## src/rtl/fpu_issue_sequencer.sv

```systemverilog
// fpu_issue_sequencer: handshake front/back-end around the handshake-less fpu core.
// Accepts one tagged operation at a time, holds the core operands stable for LAT
// edges, captures and classifies the core result, and queues it in a result FIFO.
module fpu_issue_sequencer #(
  parameter int DEPTH = 4,
  parameter int LAT   = 1,
  parameter int TAG_W = 4
) (
  input  logic             clk,
  input  logic             rst,
  input  logic             in_valid,
  output logic             in_ready,
  input  logic [31:0]      in_a,
  input  logic [31:0]      in_b,
  input  logic [1:0]       in_op,
  input  logic [TAG_W-1:0] in_tag,
  output logic [31:0]      fpu_a,
  output logic [31:0]      fpu_b,
  output logic [1:0]       fpu_opcode,
  input  logic [31:0]      fpu_o,
  output logic             out_valid,
  input  logic             out_ready,
  output logic [31:0]      out_result,
  output logic [TAG_W-1:0] out_tag,
  output logic [3:0]       out_flags
);

  localparam int PTR_W = (DEPTH > 1) ? $clog2(DEPTH) : 1;
  localparam int CNT_W = $clog2(LAT + 1);
  localparam logic [PTR_W:0] FULL = (PTR_W + 1)'(DEPTH);

  typedef enum logic [1:0] {IDLE, WAIT, CAPTURE} state_t;

  state_t             state;
  logic [CNT_W-1:0]   cnt;
  logic [TAG_W-1:0]   tag_q;
  logic [PTR_W-1:0]   wr_ptr;
  logic [PTR_W-1:0]   rd_ptr;
  logic [PTR_W:0]     count;
  logic               push;
  logic               pop;
  logic               accept;

  logic [31:0]        mem_result [DEPTH];
  logic [TAG_W-1:0]   mem_tag    [DEPTH];
  logic [3:0]         mem_flags  [DEPTH];

  // Result classification: {NaN, Inf, zero, subnormal}; at most one bit set.
  function automatic logic [3:0] classify(input logic [31:0] v);
    logic [7:0]  e;
    logic [22:0] f;
    logic        e_max;
    logic        e_min;
    logic        f_nz;
    e     = v[30:23];
    f     = v[22:0];
    e_max = (e == 8'hFF);
    e_min = (e == 8'h00);
    f_nz  = (f != 23'd0);
    classify = {e_max & f_nz, e_max & ~f_nz, e_min & ~f_nz, e_min & f_nz};
  endfunction

  // Only one operation is ever in flight, so IDLE plus a free slot reserves the
  // entry that the following CAPTURE will fill.
  assign in_ready  = (state == IDLE) && (count < FULL) && !rst;
  assign accept    = in_valid && in_ready;
  assign out_valid = (count != '0);
  assign push      = (state == CAPTURE) && !rst;
  assign pop       = out_valid && out_ready;

  assign out_result = mem_result[rd_ptr];
  assign out_tag    = mem_tag[rd_ptr];
  assign out_flags  = mem_flags[rd_ptr];

  // Issue FSM: load core operands on acceptance, count out the core latency, capture.
  always_ff @(posedge clk) begin
    if (rst) begin
      state      <= IDLE;
      cnt        <= '0;
      fpu_a      <= 32'd0;
      fpu_b      <= 32'd0;
      fpu_opcode <= 2'b00;
    end else begin
      case (state)
        IDLE: begin
          if (accept) begin
            fpu_a      <= in_a;
            fpu_b      <= in_b;
            fpu_opcode <= in_op;
            cnt        <= CNT_W'(LAT);
            state      <= WAIT;
          end
        end
        WAIT: begin
          cnt <= cnt - 1'b1;
          if (cnt == CNT_W'(1)) state <= CAPTURE;
        end
        CAPTURE: state <= IDLE;
        default: state <= IDLE;
      endcase
    end
  end

  // Tag travels with the in-flight operation; it carries no control meaning.
  always_ff @(posedge clk) begin
    if (accept) tag_q <= in_tag;
  end

  // FIFO pointers and occupancy; simultaneous push and pop leave occupancy unchanged.
  always_ff @(posedge clk) begin
    if (rst) begin
      wr_ptr <= '0;
      rd_ptr <= '0;
      count  <= '0;
    end else begin
      if (push) wr_ptr <= wr_ptr + 1'b1;
      if (pop)  rd_ptr <= rd_ptr + 1'b1;
      case ({push, pop})
        2'b10:   count <= count + 1'b1;
        2'b01:   count <= count - 1'b1;
        default: count <= count;
      endcase
    end
  end

  // FIFO storage: written at capture with the core result, tag and classification.
  always_ff @(posedge clk) begin
    if (push) begin
      mem_result[wr_ptr] <= fpu_o;
      mem_tag[wr_ptr]    <= tag_q;
      mem_flags[wr_ptr]  <= classify(fpu_o);
    end
  end

endmodule

```

## config.mk

```make
export PLATFORM = sky130hd
export DESIGN_NAME = fpu_issue_sequencer
export DESIGN_NICKNAME = d
export VERILOG_FILES = /design/src/rtl/fpu_issue_sequencer.sv
export SDC_FILE = /design/constraint.sdc
export NUM_CORES = 1
export LEC_CHECK = 0
export CELL_PAD_IN_SITES_DETAIL_PLACEMENT = 0
export CELL_PAD_IN_SITES_GLOBAL_PLACEMENT = 1
export CORE_ASPECT_RATIO = 1.25
export CORE_MARGIN = 10
export CORE_UTILIZATION = 40
export DETAILED_ROUTE_END_ITERATION = 7
export GPL_TIMING_DRIVEN = 0
export PLACE_DENSITY_LB_ADDON = 0.1
export SYNTH_ARGS = -nofsm -noshare
export SYNTH_HDL_FRONTEND = slang
export SYNTH_SLANG_ARGS = --single-unit
```

## constraint.sdc

```tcl
create_clock -name clk -period 3.5 [get_ports clk]
set_clock_uncertainty 0.2 [all_clocks]
set_input_delay 0.875 -clock clk [delete_from_list [all_inputs] [get_ports clk]]
set_output_delay 0.875 -clock clk [all_outputs]
set_load 0.05 [all_outputs]
```

==> results.toml <==
[layout]
fin_nets = 951
fin_area_mm2 = 0.01239
seq_area_mm2 = 0.006486
multi_input_comb_area_mm2 = 0.002316
fillers = 1865
final_common_cell = "clkdlybuf4s50_1"
drive_above_1_share = 0.1342
mostFrequentLayoutCells = "clkdlybuf4s50_1, edfxtp_1, dfxtp_1"
finish.utilization = 0.5559
diodes = 0
syn2layout_area_growth_pct = 36.53

[die]
dieArea_mm2 = 0.02915
std_cell_rows = 61
io-pin-count = 214
die_w_um = 154.7
die_height_um = 188.4
coreArea_mm2 = 0.02229
start_util = 0.4071

[clock_network]
insertion_delay_ns = 0.50
cts_sinks = 242
path_clk_slew_ns = 0.06
clk_path_buf_depth = 3
cts_setup_buffers = 0
hold_buffers = 0
cts_tree = "built"
htree_levels = 1
cts_buffers = 25
clock-root-buffer = "clkbuf_16"

[worst_setup_path]
crit_path_cell_trace = "clkbuf_1, buf_4, mux4_2, dlygate4sd2_1"
rr_endpoint = "mem_result[2][3]$_DFFE_PP_"
crit_arrival_ns = 2.34
start_kind = "flip-flop"
reg2reg_depth = 3
path_class = "reg -> out"
slowest_delay_ns = 0.57
cp-endpoint = "out_flags[2]"
cp.depth = 4
ff2ff_setup_slack_ns = 1.17
cp_top_family = "buffers and inverters"
endpoint_kind = "output pin"
cp.required_ns = 2.42
crit_fanout = 10
reg2reg_from = "state[1]$_SDFFE_PP0P_"
cp_slowest_cell = "mux4_2"
crit_buf_inv = 3

[place]
dpl_worst_slack_ns = -0.2656
io_buffers = 212
place_congestion = 0.7404
post_dp_cell_area_mm2 = 0.01163
dpl.hpwl_um = 16300

[power]
leakage_nw = 4.031
combPwrFrac = 0.094
power.density_mw_per_mm2 = 501.5
clkPwrFrac = 0.405
p_sw_mw = 1.403
ir_drop_uv = 362.5
power.internal_mw = 4.810
p_seq_frac = 0.501
switching_share = 0.2258

[timing]
rsz0062_at_grt = "yes"
min_period_over_period = 0.9769
setup_tns_ns = 0
slew_headroom = 0.5076
worst_pin_slew_ns = 0.7319
timing.final.ws_setup_ns = 0.08094
period_needed_ns = 3.419
hold_violations = 0
slew_violations = 0
hold_ws_ns = 0.2786
fmax_mhz = 292.5
setup_violations = 0

[global_route]
grt_max_degree = 23
grt_pass1_wl_um = 36190
first_global_vias = 6645
antenna_found_initial = 1
grtUsageTotal = 0.1535
grt_overflow_total = 0

[drt]
wirelength_um = 22750
num_vias = 5943
ant_nets = 0
firstDrtPassIters = 5
post_drt_wl_per_cell_um = 19.96
route.detailed.drc = 0
routed_via_density = 5.213
dr.first_iter.drc_count = 304

[yosys]
seq_area_frac_synth = 0.7148
synthDistinctLibCells = 37
synthesis.area_mm2 = 0.009074
synthTopCellsByArea = "edfxtp_1, dfxtp_1, mux4_2"
yosysTopAreaCell = "edfxtp_1"
synth_top_area_frac = 0.5427
synth-seq-cells = 242
synth_warnings = 0
synthCells = 596
synthesis.nets = 708
synth.avg_cell_area_um2 = 15.22

[status]
status = "completed"

[run]
maxCapViolCount = 0

[worst_hold_path]
hold_class = "reg -> reg"
-- state kept, by name, summed over array words and instances (netlist names), named ones only --
signal / count
fpu_a: 32
count: 3
rd_ptr: 2
cnt: 1
mem_tag: 16
mem_result: 128
state: 2
fpu_b: 32
mem_flags: 16
wr_ptr: 2
fpu_opcode: 2
tag_q: 4
-- through the flow --
stage / std cells / power [mW]
4_1_cts: 1140 / 6.308
3_3_place_gp: 1091 / 3.753
6_report: 1140 / 6.213
3_5_place_dp: 1095 / 3.766
5_1_grt: 1140 / 6.476
2_1_floorplan: 596 / 3.478
-- Yosys cell counts --
master / instances
a21oi_1: 72
and2_1: 5
and3b_1: 1
and4_1: 1
buf_1: 1
buf_2: 10
buf_4: 1
buf_6: 1
buf_8: 4
clkbuf_1: 29
clkinv_2: 1
dfxtp_1: 78
edfxtp_1: 164
fa_1: 1
ha_1: 5
inv_1: 7
inv_2: 1
mux4_2: 40
nand2_1: 4
nand2b_1: 1
nand3_1: 66
nand4_1: 3
nor2_1: 7
nor2b_1: 2
nor3_1: 3
nor3b_1: 1
nor4_1: 7
o21ai_0: 60
o21ai_1: 7
o311ai_0: 1
o31a_1: 2
o31ai_1: 1
or2_2: 1
or3_1: 2
or4_4: 1
xnor2_1: 2
xor2_1: 3
-- cells by family (layout without fill, tap and decap cells) --
kind of cell             after synthesis  in the layout  share of synthesized area
multiplexers                          40             40                    0.09928
adder cells (fa/ha/maj)                6              6                   0.009101
flip-flops                           242            242                     0.7148
AND/OR/NAND/NOR                      105            105                    0.06109
XOR/XNOR                               5              5                   0.004827
AO/OA/AOI/OAI                        143            143                    0.08039
buffers and inverters                 55            316                    0.03047
-- power groups by stage --
stage                     registers (mW)  logic [mW]  clock network [mW]
after floorplan                     3.30       0.176                   0
after global placement              3.17       0.581                   0
after detailed placement            3.17       0.591                   0
after CTS                           3.11       0.589                2.60
after global routing                3.12       0.620                2.74
final                               3.11       0.583                2.52
-- layout make-up --
type | count | area share
clock inverter | 16 | 0.01151
timing repair buffer | 216 | 0.1733
clock buffer | 29 | 0.05252
inverter | 9 | 0.002828
tap | 283 | 0.02858
buffer | 46 | 0.02071
sequential | 242 | 0.5236
multi-input combinational | 299 | 0.1870
-- repair_timing --
action | in CTS | in global routing
endpoints found under the setup margin | 41 | 27
resized for setup | 48 | 4
pin swaps | 0 | 0
-- per-layer routing --
metal / track usage / share of wire
met1: 0.1591 / 0.36
met2: 0.2739 / 0.52
met3: 0.06607 / 0.10
met4: 0.04512 / 0.021
met5: 0 / 0.00057
-- worst min-delay path by stage --
stage	from	endpoint	slack, ns	cells past startpoint
floorplan	tag_q[0]$_DFFE_PP_	mem_tag[0][0]$_DFFE_PP_	0.26	0
global placement	fpu_b[17]$_SDFFE_PP0P_	fpu_b[17]$_SDFFE_PP0P_	0.26	2
detailed placement	fpu_b[24]$_SDFFE_PP0P_	fpu_b[24]$_SDFFE_PP0P_	0.27	2
CTS	fpu_a[12]$_SDFFE_PP0P_	fpu_a[12]$_SDFFE_PP0P_	0.28	2
global route	fpu_a[21]$_SDFFE_PP0P_	fpu_a[21]$_SDFFE_PP0P_	0.29	2
finish	fpu_a[12]$_SDFFE_PP0P_	fpu_a[12]$_SDFFE_PP0P_	0.28	2
-- worst register-to-register path, cell delays in order (launching register included) --
cell and delay (ns):
dfxtp_1 0.35, nor3b_1 0.55, and2_2 0.65, buf_12 0.27
Note: power is estimated with default switching activity, not from simulation.
